$ cat src/rtl/apuf_race_ctrl.sv
// Challenge/launch controller for one arbiter-PUF lane: latches a challenge, fires
// N_EVAL races, synchronises the arbiter decision and returns a majority-voted bit.
module apuf_race_ctrl #(
    parameter int N_STAGES   = 64,
    parameter int SETUP_CYC  = 4,
    parameter int SETTLE_CYC = 8,
    parameter int N_EVAL     = 5
) (
    input  logic                          clk,
    input  logic                          rst_n,
    input  logic                          chal_valid,
    output logic                          chal_ready,
    input  logic [N_STAGES-1:0]           chal_in,
    output logic [N_STAGES-1:0]           c_out,
    output logic                          launch,
    input  logic                          arb_in,
    output logic                          resp_valid,
    input  logic                          resp_ready,
    output logic                          resp_bit,
    output logic [$clog2(N_EVAL+1)-1:0]   resp_ones,
    output logic [2:0]                    dbg_state
);

    localparam int OW   = $clog2(N_EVAL + 1);
    localparam int EW   = (N_EVAL > 1) ? $clog2(N_EVAL) : 1;
    localparam int CMAX = (SETUP_CYC > SETTLE_CYC) ? SETUP_CYC : SETTLE_CYC;
    localparam int CW   = (CMAX > 1) ? $clog2(CMAX) : 1;

    localparam logic [CW-1:0] SETUP_LAST  = CW'(SETUP_CYC - 1);
    localparam logic [CW-1:0] SETTLE_LAST = CW'(SETTLE_CYC - 1);
    localparam logic [EW-1:0] EVAL_LAST   = EW'(N_EVAL - 1);
    localparam logic [OW-1:0] HALF        = OW'(N_EVAL / 2);

    typedef enum logic [2:0] {
        IDLE   = 3'd0,
        SETUP  = 3'd1,
        LAUNCH = 3'd2,
        SAMPLE = 3'd3,
        DONE   = 3'd4
    } state_t;

    state_t        state;
    logic          arb_meta;
    logic          arb_s;
    logic [CW-1:0] cnt;
    logic [EW-1:0] eval;
    logic [OW-1:0] ones;
    logic [OW-1:0] ones_next;

    // Handshakes: a challenge transfers on an edge with chal_valid & chal_ready;
    // a response transfers on an edge with resp_valid & resp_ready, and all resp_*
    // outputs hold until that edge.
    assign ones_next = ones + OW'(arb_s);
    assign dbg_state = state;

    always_ff @(posedge clk or negedge rst_n) begin
        if (!rst_n) begin
            state      <= IDLE;
            arb_meta   <= 1'b0;
            arb_s      <= 1'b0;
            cnt        <= '0;
            eval       <= '0;
            ones       <= '0;
            c_out      <= '0;
            launch     <= 1'b0;
            chal_ready <= 1'b1;
            resp_valid <= 1'b0;
            resp_bit   <= 1'b0;
            resp_ones  <= '0;
        end else begin
            arb_meta <= arb_in;
            arb_s    <= arb_meta;
            case (state)
                IDLE: begin
                    if (chal_valid) begin
                        c_out      <= chal_in;
                        ones       <= '0;
                        eval       <= '0;
                        cnt        <= '0;
                        chal_ready <= 1'b0;
                        state      <= SETUP;
                    end
                end
                SETUP: begin
                    if (cnt == SETUP_LAST) begin
                        cnt    <= '0;
                        launch <= 1'b1;
                        state  <= LAUNCH;
                    end else begin
                        cnt <= cnt + CW'(1);
                    end
                end
                LAUNCH: begin
                    if (cnt == SETTLE_LAST) begin
                        cnt   <= '0;
                        state <= SAMPLE;
                    end else begin
                        cnt <= cnt + CW'(1);
                    end
                end
                SAMPLE: begin
                    // launch stays high through this cycle, dropping as the race ends
                    ones   <= ones_next;
                    eval   <= eval + EW'(1);
                    launch <= 1'b0;
                    if (eval == EVAL_LAST) begin
                        resp_valid <= 1'b1;
                        resp_bit   <= (ones_next > HALF);
                        resp_ones  <= ones_next;
                        state      <= DONE;
                    end else begin
                        state <= SETUP;
                    end
                end
                DONE: begin
                    if (resp_ready) begin
                        resp_valid <= 1'b0;
                        resp_bit   <= 1'b0;
                        resp_ones  <= '0;
                        chal_ready <= 1'b1;
                        state      <= IDLE;
                    end
                end
                default: state <= IDLE;
            endcase
        end
    end

endmodule

$ cat config.mk
export PLATFORM = sky130hd
export DESIGN_NAME = apuf_race_ctrl
export DESIGN_NICKNAME = d
export VERILOG_FILES = /design/src/rtl/apuf_race_ctrl.sv
export SDC_FILE = /design/constraint.sdc
export NUM_CORES = 1
export LEC_CHECK = 0
export ABC_AREA = 0
export CAP_MARGIN = 40
export CORE_MARGIN = 3
export CORE_UTILIZATION = 41
export CTS_CLUSTER_SIZE = 28
export DETAILED_ROUTE_END_ITERATION = 10
export PLACE_DENSITY = 0.78
export SYNTH_ARGS = -nofsm -noshare
export SYNTH_HDL_FRONTEND = slang
export SYNTH_SLANG_ARGS = --single-unit
$ cat constraint.sdc
create_clock -name clk -period 1.8 [get_ports clk]
set_input_delay 0.54 -clock clk [delete_from_list [all_inputs] [get_ports clk]]
set_output_delay 0.54 -clock clk [all_outputs]
set_load 0.005 [all_outputs]
==> results.cfg, run 1 <==
[power]
internal_power_w = 0.00569
power.switching_w = 0.00272
total_leakage_power_nw = 2.94
combPwrFrac_pct = 44.6
worst_ir_drop_vdd_uv = 658
swShare_pct = 32.3
seq_power_share_pct = 38.2
power.share.clock_pct = 17.2
power_per_cell_area_nw_per_um2 = 1510

[timing]
finalSetupViolCount = 0
finalHoldViolCount = 0
slew_headroom_pct = 80.2
timing.final.ws_setup_ns = 0.0154
period_share_pct = 99.1
transition_time_of_the_tightest_slew_check_pin_ns = 0.296
finalClockSkew_ns = 0.00637
final-max-slew-violation-count = 0
holdWs_ns = 0.164
fmax_ghz = 0.560
finalCriticalPeriod_ns = 1.78
fin_tns_setup_ns = 0

[synthesis]
synthesis.area_per_instance_um2 = 9.20
synth_compound_gate_area_share_pct = 6.29
yosys.area.top_type = sky130_fd_sc_hd__dfrtp_1
yosys.area_share.adder_pct = 2.49
synthSimpleGateAreaFrac_pct = 26.4
synthesis.nets = 459
synth_top_area_share_pct = 59.7
number_of_flops_mapped_to_enable_cells_by_yosys = 0
synth-seq-area-share_pct = 60.4
post_synth_xor_area_fraction_pct = 0.497
postSynth.asyncResetShare_pct = 100
synth.lib_cells_used.distinct = 39
post_synth_instance_area_um2 = 3520
synth_top_family_by_area = simple AND/OR/NAND/NOR gates
netlist_instances = 383
most_used_flip_flop_cell_after_synthesis = sky130_fd_sc_hd__dfrtp_1
ff_latch_count_synth = 85
ys_warn_count = 0
yosys-top-cells-area = sky130_fd_sc_hd__dfrtp_1 (60%), sky130_fd_sc_hd__nand2_1 (22%), sky130_fd_sc_hd__ha_1 (2.5%)
synth.area.mux_share_pct = 0.320

[detailed_routing]
drt-total-wl_mm = 9.29
post_detailed_route_count_of_antenna_violating_nets = 0
wl_per_cell_um = 14.2
detail_route.first_pass.iterations = 4
vias_per_cell = 4.82
dr.first_iter.drc_count = 80
post-route-drc-count = 0
vias = 3157

[grt]
grt_max_degree = 53
remaining_global_route_overflow = 0
global_route_wire_length_before_repair_mm = 15.2
first_global_vias = 3252
antenna_violations_before_repair = 0
groute.usage.overall_pct = 19.4

[final_layout]
design_area_um2 = 5550
flow.area_growth_from_synthesis_pct = 57.5
layout_cells_sized_above_1_pct = 9.27
fillerInstances = 677
num_antenna_cells = 0
final_nets = 621

[worst_hold_path]
hp-class = in -> async

[run]
max_cap_viol_count = 0

[critical_path]
timing.setup.critical_path_class = reg -> out
start_kind = register
worst_path_dominant_cell_family = buffers and inverters
timing.critical_path.slowest_cell_delay_ns = 0.52
cp_data_required_time_ns = 1.26
ff2ff_setup_slack_ns = 0.15
r2r_end = c_out[41]$_DFFE_PN0P_
cp-end-kind = output pin
worst-endpoint-arrival_ns = 1.24
crit_chain = clkdlybuf4s50_1
crit_path_max_fanout = 2
timing.critical_path.slowest_stage_cell = sky130_fd_sc_hd__clkdlybuf4s50_1
rr_worst_depth = 7
critPathBufInv = 1
critical_path.reg2reg.startpoint = dbg_state[1]$_DFFE_PN0P_

[floorplan]
die-width_um = 98.7
initial_utilization_pct = 42.5
floorplan.rows = 33
chipHeight_um = 98.7
boundary_pins = 143
placeableCoreArea_um2 = 8300
area_enclosed_by_the_die_boundary_um2 = 9740

[placement]
final_hpwl_from_detailed_placement_mm = 6.70
post-place-ws_ns = -0.416
gp_routability_congestion = 0.780
placed_area_um2 = 5150
buffer_ports.inserted = 142

[cts]
clock_path_buffers = 2
cts_max_level = 3
clk_pin_slew_worst_paths_ns = 0.08
cts-buffers-inserted = 9
cts_tree = done
clock_insertion_delay_worst_skew_ns = 0.34
ctsRootBufferMaster = sky130_fd_sc_hd__clkbuf_8
cts_num_sinks = 85

[outcome]
outcome = finished clean
## power groups by stage
stage	Combinational [W]	Sequential [W]	Clock [W]
after detailed placement	0.00366	0.00325	0
after global routing	0.00413	0.00332	0.00156
after floorplan	0.00140	0.00328	0
final	0.00374	0.00321	0.00144
after global placement	0.00352	0.00322	0
after CTS	0.00375	0.00322	0.00149
## repair_timing
| item | 4_1_cts | 5_1_grt |
|---|---|---|
| gates resized for setup | 8 | 24 |
| pin swaps | 0 | 0 |
| gates cloned | 0 | 0 |
| buffers inserted | 4 | 9 |
| setup endpoints to repair | 33 | 84 |
| hold buffers | 0 | 0 |
## cells in the mapped netlist (2+ instances only)
library cell / count
sky130_fd_sc_hd__inv_1: 6
sky130_fd_sc_hd__dfrtp_1: 84
sky130_fd_sc_hd__nor2b_1: 4
sky130_fd_sc_hd__nor3b_1: 3
sky130_fd_sc_hd__o2bb2ai_1: 3
sky130_fd_sc_hd__o31ai_1: 2
sky130_fd_sc_hd__nor2_1: 5
sky130_fd_sc_hd__a22o_1: 2
sky130_fd_sc_hd__clkbuf_1: 8
sky130_fd_sc_hd__buf_2: 8
sky130_fd_sc_hd__nor4b_1: 2
sky130_fd_sc_hd__ha_1: 7
sky130_fd_sc_hd__buf_4: 4
sky130_fd_sc_hd__nand3_1: 5
sky130_fd_sc_hd__nand2_1: 206
sky130_fd_sc_hd__a311oi_1: 3
sky130_fd_sc_hd__a21oi_1: 5
sky130_fd_sc_hd__a31oi_1: 2
sky130_fd_sc_hd__o21ai_0: 4
## worst register-to-register path: cells and delay by family, from the launching register on
| family | cells | cell delay, ns |
|---|---|---|
| AND/OR/NAND/NOR | 3 | 0.50 |
| buffers and inverters | 4 | 0.69 |
| flip-flops | 1 | 0.41 |
## flip-flops by register name, indices dropped and copies added, names as in the netlist, 3 cells and up
| signal | count |
|---|---|
| c_out | 64 |
| cnt | 3 |
| dbg_state | 3 |
| eval | 3 |
| ones | 3 |
| resp_ones | 3 |
## per-stage QoR
step | total power [W] | cells | utilization [%]
3_3_place_gp | 0.00673 | 626 | 62.1
2_1_floorplan | 0.00468 | 383 | -
5_1_grt | 0.00901 | 655 | 66.9
4_1_cts | 0.00846 | 646 | 65.3
6_report | 0.00840 | 655 | 66.9
3_5_place_dp | 0.00691 | 626 | 62.1
## layer usage
layer | track usage, % | wire, µm
met5 | 0 | 0
met4 | 6.20 | 141
met3 | 3.61 | 391
met2 | 35.4 | 5090
met1 | 23.0 | 3660
## layout by cell type (no fill, tap or decap), types with 3 or more instances in the layout
| cell | synthesis | layout |
|---|---|---|
| sky130_fd_sc_hd__o2bb2ai_1 | 3 | 3 |
| sky130_fd_sc_hd__dlymetal6s2s_1 | 0 | 23 |
| sky130_fd_sc_hd__ha_1 | 7 | 7 |
| sky130_fd_sc_hd__nor2b_1 | 4 | 4 |
| sky130_fd_sc_hd__clkbuf_8 | 0 | 9 |
| sky130_fd_sc_hd__o21ai_0 | 4 | 4 |
| sky130_fd_sc_hd__nand2_1 | 206 | 206 |
| sky130_fd_sc_hd__buf_12 | 0 | 4 |
| sky130_fd_sc_hd__inv_1 | 6 | 6 |
| sky130_fd_sc_hd__dfrtp_1 | 84 | 83 |
| sky130_fd_sc_hd__nand3_1 | 5 | 5 |
| sky130_fd_sc_hd__nor2_1 | 5 | 5 |
| sky130_fd_sc_hd__a311oi_1 | 3 | 3 |
| sky130_fd_sc_hd__a21oi_1 | 5 | 5 |
| sky130_fd_sc_hd__nor3b_1 | 3 | 3 |
| sky130_fd_sc_hd__clkdlybuf4s50_1 | 0 | 116 |
| sky130_fd_sc_hd__buf_4 | 4 | 24 |
## worst max-delay path by stage
stage	slack [ns]	depth (start not counted)	from	endpoint
3_5_place_dp	-0.42	5	chal_valid	c_out[59]$_DFFE_PN0P_
5_1_grt	-0.02	1	c_out[58]$_DFFE_PN0P_	c_out[58]
4_1_cts	0.004	1	dbg_state[2]$_DFFE_PN0P_	dbg_state[2]
3_3_place_gp	-0.38	5	chal_valid	c_out[55]$_DFFE_PN0P_
2_1_floorplan	0.19	6	chal_valid	c_out[22]$_DFFE_PN0P_
6_report	0.02	1	dbg_state[1]$_DFFE_PN0P_	dbg_state[1]
## cell type report
type	count	area [µm²]	share of cell area, %
sequential	85	2130	38.4
timing repair buffer	172	1760	31.8
multi-input combinational	271	1290	23.2
clock buffer	11	131	2.37
tap	105	131	2.37
clock inverter	5	83.8	1.51
inverter	6	22.5	0.406
## cell families after synthesis
kind of cell             after synthesis
XOR/XNOR                               2
flip-flops                            85
buffers and inverters                 27
AO/OA/AOI/OAI                         30
adder cells (fa/ha/maj)                7
AND/OR/NAND/NOR                      231
multiplexers                           1
Note: power is estimated with default switching activity, not from simulation.
==> inputs of run 2 (changes only) <==
--- a/config.mk
+++ b/config.mk
@@ -11,7 +11,7 @@
 export CORE_UTILIZATION = 41
 export CTS_CLUSTER_SIZE = 28
 export DETAILED_ROUTE_END_ITERATION = 10
-export PLACE_DENSITY = 0.78
+export PLACE_DENSITY = 0.79
 export SYNTH_ARGS = -nofsm -noshare
 export SYNTH_HDL_FRONTEND = slang
 export SYNTH_SLANG_ARGS = --single-unit
==> run 2 against run 1 <==
First-iteration DRC count is 41% higher. Combinational power is 2% lower. Critical path depth unchanged. Highest routed layer unchanged. Critical path type unchanged. Cell count shrank 0.46%. Die area did not move. Hold slack improved by 0.032 ns. Clock skew hardly changed. Clock power increased by 8%.
==> results.cfg, run 2 (synthesized netlist as in run 1, its figures left out) <==
[placement]
buffer_ports.inserted = 142
count_of_placed_standard_cells_including_taps = 622
final_hpwl_from_detailed_placement_mm = 6.51
gp_routability_congestion = 0.775

[detailed_routing]
detail_route.first_pass.iterations = 4
drt-total-wl_mm = 9.41
vias_per_cell = 4.80
post_detailed_route_count_of_antenna_violating_nets = 0
dr.first_iter.drc_count = 113
vias = 3128
post-route-drc-count = 0
wl_per_cell_um = 14.4

[timing]
final-max-slew-violation-count = 0
finalHoldViolCount = 0
fmax_ghz = 0.571
fin_tns_setup_ns = 0
finalCriticalPeriod_ns = 1.75
transition_time_of_the_tightest_slew_check_pin_ns = 0.446
period_share_pct = 97.3
finalClockSkew_ns = 0.00594
slew_headroom_pct = 70.3
holdWs_ns = 0.197
finalSetupViolCount = 0

[final_layout]
fillerInstances = 665
flow.area_growth_from_synthesis_pct = 58.8
finished_layout_cells = 652
layout.cells.most_common = sky130_fd_sc_hd__nand2_1
largest_reg_flops = 64
final_nets = 618
commonest_cells_after_routing_fill_and_taps_aside = sky130_fd_sc_hd__nand2_1 (206), sky130_fd_sc_hd__clkdlybuf4s50_1 (97), sky130_fd_sc_hd__dfrtp_1 (83), sky130_fd_sc_hd__dlymetal6s2s_1 (38), sky130_fd_sc_hd__buf_4 (20)
postLayoutCoreUtil_pct = 67.4
regArea_um2 = 2130
largest-register = c_out
layout_cells_sized_above_1_pct = 9.32
area_of_the_multi_input_gates_um2 = 1290
num_antenna_cells = 0

[power]
internal_power_w = 0.00569
total_power_draw_w = 0.00843
worst_ir_drop_vdd_uv = 824
swShare_pct = 32.5
power.share.clock_pct = 18.4
power.switching_w = 0.00274
power_per_cell_area_nw_per_um2 = 1510
total_leakage_power_nw = 3.15
combPwrFrac_pct = 43.5
seq_power_share_pct = 38.1

[worst_hold_path]
hp-class = in -> async

[cts]
cts_tree = done
cts_hold_buffers = 0
ctsRootBufferMaster = sky130_fd_sc_hd__clkbuf_8
clk_pin_slew_worst_paths_ns = 0.09
cts_num_sinks = 85
cts-buffers-inserted = 9
clock_insertion_delay_worst_skew_ns = 0.34
clock_path_buffers = 2
cts_max_level = 3

[critical_path]
timing.setup.critical_path_class = reg -> out
start_kind = register
cp-end-kind = output pin
crit_path_max_fanout = 2
worst_path_dominant_cell_family = buffers and inverters
timing.critical_path.slowest_cell_delay_ns = 0.51
critPathBufInv = 1
crit_chain = clkdlybuf4s50_1
critical_path.reg2reg.startpoint = dbg_state[1]$_DFFE_PN0P_
cp_data_required_time_ns = 1.26
timing.critical_path.slowest_stage_cell = sky130_fd_sc_hd__clkdlybuf4s50_1
worst-endpoint-arrival_ns = 1.21
crit_start = c_out[10]$_DFFE_PN0P_

[floorplan]
placeableCoreArea_um2 = 8300
floorplan.rows = 33
initial_utilization_pct = 42.5
chipHeight_um = 98.7
boundary_pins = 143
area_enclosed_by_the_die_boundary_um2 = 9740
die-width_um = 98.7

[grt]
first_global_vias = 3208
grt_max_degree = 86
global_route_wire_length_before_repair_mm = 15.3
groute.usage.overall_pct = 19.6
antenna_violations_before_repair = 0
remaining_global_route_overflow = 0

[outcome]
outcome = finished clean

[run]
max_cap_viol_count = 0
[run 2: changes by cell type in the layout (fill, tap and decap cells not counted), moves of 2 or more]
cell / change
sky130_fd_sc_hd__dlygate4sd2_1: +4
sky130_fd_sc_hd__clkdlybuf4s50_1: -19
sky130_fd_sc_hd__clkbuf_8: +2
sky130_fd_sc_hd__dlymetal6s2s_1: +15
sky130_fd_sc_hd__buf_4: -4
sky130_fd_sc_hd__clkbuf_1: -2
[run 2: worst paths after layout]
kind                                       endpoint  slack (ns)  depth (start not counted)
setup reg to reg              c_out[37]$_DFFE_PN0P_        0.11                          6
min in group clk                    arb_s$_DFF_PN0_        0.36                          0
hold / removal                c_out[18]$_DFFE_PN0P_        0.20                          2
setup / recovery                          c_out[10]        0.05                          1
hold reg to reg                     arb_s$_DFF_PN0_        0.36                          0
max in group asynchronous  dbg_state[2]$_DFFE_PN0P_        1.24                          2
[run 2: metrics by stage]
stage / setup slack (ns) / cell area (µm²)
global route: -0.00552 / 5600
global placement: -0.423 / 5110
detailed placement: -0.472 / 5110
CTS: 0.000813 / 5440
floorplan: 0.195 / 3520
finish: 0.0484 / 5600
[run 2: power groups by stage]
| stage | Clock, W | Sequential [W] | Combinational [W] |
|---|---|---|---|
| 6_report | 0.00155 | 0.00321 | 0.00367 |
| 5_1_grt | 0.00166 | 0.00333 | 0.00405 |
| 4_1_cts | 0.00158 | 0.00324 | 0.00373 |
| 3_5_place_dp | 0 | 0.00326 | 0.00362 |
| 3_3_place_gp | 0 | 0.00323 | 0.00348 |
| 2_1_floorplan | 0 | 0.00328 | 0.00140 |
[run 2: per-layer routing]
metal / track usage, % / wire [µm] / vias up
li1: - / - / 1527
met1: 22.9 / 3810 / 1480
met2: 34.4 / 4860 / 101
met3: 4.32 / 481 / 20
met4: 8.72 / 259 / 0
met5: 0 / 0 / -
[run 2: final cells by class]
type	instances	share of cell area [%]
Multi-Input combinational cell	271	23.0
Sequential cell	85	38.1
Clock buffer	11	2.71
Tap cell	105	2.35
Clock inverter	5	1.45
Timing Repair Buffer	169	32.0
Inverter	6	0.403
[run 2: repair_timing]
item	CTS	global route
resized for setup	14	39
buffers inserted	5	8
cloned	1	0
pin swaps	0	0
setup endpoints to repair	43	45
==> inputs of run 3 (changes only) <==
--- a/config.mk
+++ b/config.mk
@@ -6,12 +6,12 @@
 export NUM_CORES = 1
 export LEC_CHECK = 0
 export ABC_AREA = 0
-export CAP_MARGIN = 40
 export CORE_MARGIN = 3
 export CORE_UTILIZATION = 41
 export CTS_CLUSTER_SIZE = 28
 export DETAILED_ROUTE_END_ITERATION = 10
 export PLACE_DENSITY = 0.79
+export SETUP_SLACK_MARGIN = 0.02
 export SYNTH_ARGS = -nofsm -noshare
 export SYNTH_HDL_FRONTEND = slang
 export SYNTH_SLANG_ARGS = --single-unit
==> run 3 against run 2 <==
Die area did not move. Sequential share of layout area fell by 0.19 points. Worst setup slack lost 0.0038 ns. Global-route usage unchanged. Combinational power fell by 2%. Hold slack hardly changed. Via count is 1.2% higher. Wire length increased by 0.35%. Clock power about the same. Design area rose by 0.51%. Critical endpoint unchanged.
==> results.cfg, run 3 (synthesized netlist as in run 1, its figures left out) <==
[outcome]
outcome = finished clean

[critical_path]
cp-end-kind = output pin
critPathBufInv = 1
timing.critical_path.slowest_cell_delay_ns = 0.51
timing.critical_path.slowest_stage_cell = sky130_fd_sc_hd__clkdlybuf4s50_1
timing.setup.critical_path_class = reg -> out
cp_data_required_time_ns = 1.26
worst_path_dominant_cell_family = buffers and inverters
worst-endpoint-arrival_ns = 1.22
start_kind = register
crit_path_max_fanout = 2
crit_chain = clkdlybuf4s50_1

[floorplan]
area_enclosed_by_the_die_boundary_um2 = 9740
floorplan.rows = 33
boundary_pins = 143
initial_utilization_pct = 42.5
placeableCoreArea_um2 = 8300
die-width_um = 98.7
chipHeight_um = 98.7

[detailed_routing]
post_detailed_route_count_of_antenna_violating_nets = 0
vias_per_cell = 4.83
drt-total-wl_mm = 9.44
post-route-drc-count = 0
wl_per_cell_um = 14.4
dr.first_iter.drc_count = 108
detail_route.first_pass.iterations = 4
vias = 3166

[timing]
period_share_pct = 97.5
fmax_ghz = 0.570
finalSetupViolCount = 0
slew_headroom_pct = 70.1
rsz0062_at_grt = false
finalHoldViolCount = 0
final-max-slew-violation-count = 0
finalCriticalPeriod_ns = 1.76
finalClockSkew_ns = 0.00734
fin_tns_setup_ns = 0
timing.final.ws_setup_ns = 0.0446
transition_time_of_the_tightest_slew_check_pin_ns = 0.449

[cts]
cts_tree = done
clock_insertion_delay_worst_skew_ns = 0.34
clock_path_buffers = 2
cts_hold_buffers = 0
cts-buffers-inserted = 9
clk_pin_slew_worst_paths_ns = 0.09
ctsRootBufferMaster = sky130_fd_sc_hd__clkbuf_8
cts_max_level = 3
cts_num_sinks = 85

[grt]
first_global_vias = 3243
global_route_wire_length_before_repair_mm = 15.4
grt_max_degree = 86
remaining_global_route_overflow = 0
antenna_violations_before_repair = 0
groute.usage.overall_pct = 19.6

[final_layout]
commonest_cells_after_routing_fill_and_taps_aside = sky130_fd_sc_hd__nand2_1 (206), sky130_fd_sc_hd__dfrtp_1 (83), sky130_fd_sc_hd__clkdlybuf4s50_1 (72), sky130_fd_sc_hd__dlymetal6s2s_1 (48), sky130_fd_sc_hd__buf_4 (23)
largest_reg_flops = 64
largest-register = c_out
layout_cells_sized_above_1_pct = 9.82
flow.area_growth_from_synthesis_pct = 59.6
num_antenna_cells = 0
layout.cells.most_common = sky130_fd_sc_hd__nand2_1
final_nets = 621

[placement]
buffer_ports.inserted = 142
gp_routability_congestion = 0.775
post-place-ws_ns = -0.472
final_hpwl_from_detailed_placement_mm = 6.51

[worst_hold_path]
hp-class = in -> async

[power]
worst_ir_drop_vdd_uv = 821
total_leakage_power_nw = 3.32
total_power_draw_w = 0.00833
power_per_cell_area_nw_per_um2 = 1480

[run]
max_cap_viol_count = 0
-- run 3: final timing paths --
check,start,endpoint,slack [ns],depth (start not counted)
setup / recovery,c_out[10]$_DFFE_PN0P_,c_out[10],0.04,1
setup reg to reg,dbg_state[1]$_DFFE_PN0P_,c_out[37]$_DFFE_PN0P_,0.11,6
max in group asynchronous,rst_n,chal_ready$_DFFE_PN1P_,1.23,2
hold reg to reg,arb_meta$_DFF_PN0_,arb_s$_DFF_PN0_,0.36,0
min in group clk,arb_meta$_DFF_PN0_,arb_s$_DFF_PN0_,0.36,0
hold / removal,rst_n,c_out[18]$_DFFE_PN0P_,0.20,2
-- run 3: routing by layer --
metal / global-route usage, % / vias up / routed length [µm]
met5: 0 / - / 0
met4: 9.45 / 0 / 309
met3: 4.10 / 24 / 539
met1: 22.8 / 1493 / 3780
li1: - / 1533 / -
met2: 34.2 / 116 / 4820
-- run 3: layout make-up --
class	instances	area, µm²
fillers	670	2680
flip-flops and latches	85	2130
repair buffers	172	1820
multi-input cells	271	1290
clock buffers	11	151
well taps	105	131
clock inverters	5	81.3
inverters	6	22.5
-- run 3: power breakdown --
group | internal, W | switching, W | leakage [nW] | total (W)
combinational | 0.00198 | 0.00159 | 2.15 | 0.00358
sequential | 0.00274 | 0.000463 | 1.06 | 0.00320
clock | 0.000861 | 0.000688 | 0.116 | 0.00155
total | 0.00558 | 0.00274 | 3.32 | 0.00833
-- run 3: what timing repair did --
action | CTS | global route
setup endpoints to repair | 65 | 52
gates cloned | 1 | 0
setup buffers | 6 | 10
resized for setup | 29 | 49
-- run 3: stage by stage --
stage / std cells / hold slack, ns / utilization (%) / cell area, µm²
final: 655 / 0.197 / 67.8 / 5620
after global routing: 655 / 0.235 / 67.8 / 5620
after CTS: 645 / 0.229 / 65.4 / 5430
after detailed placement: 622 / 0.338 / 61.6 / 5110
after global placement: 622 / 0.336 / 61.6 / 5110
after floorplan: 383 / 0.244 / - / 3520
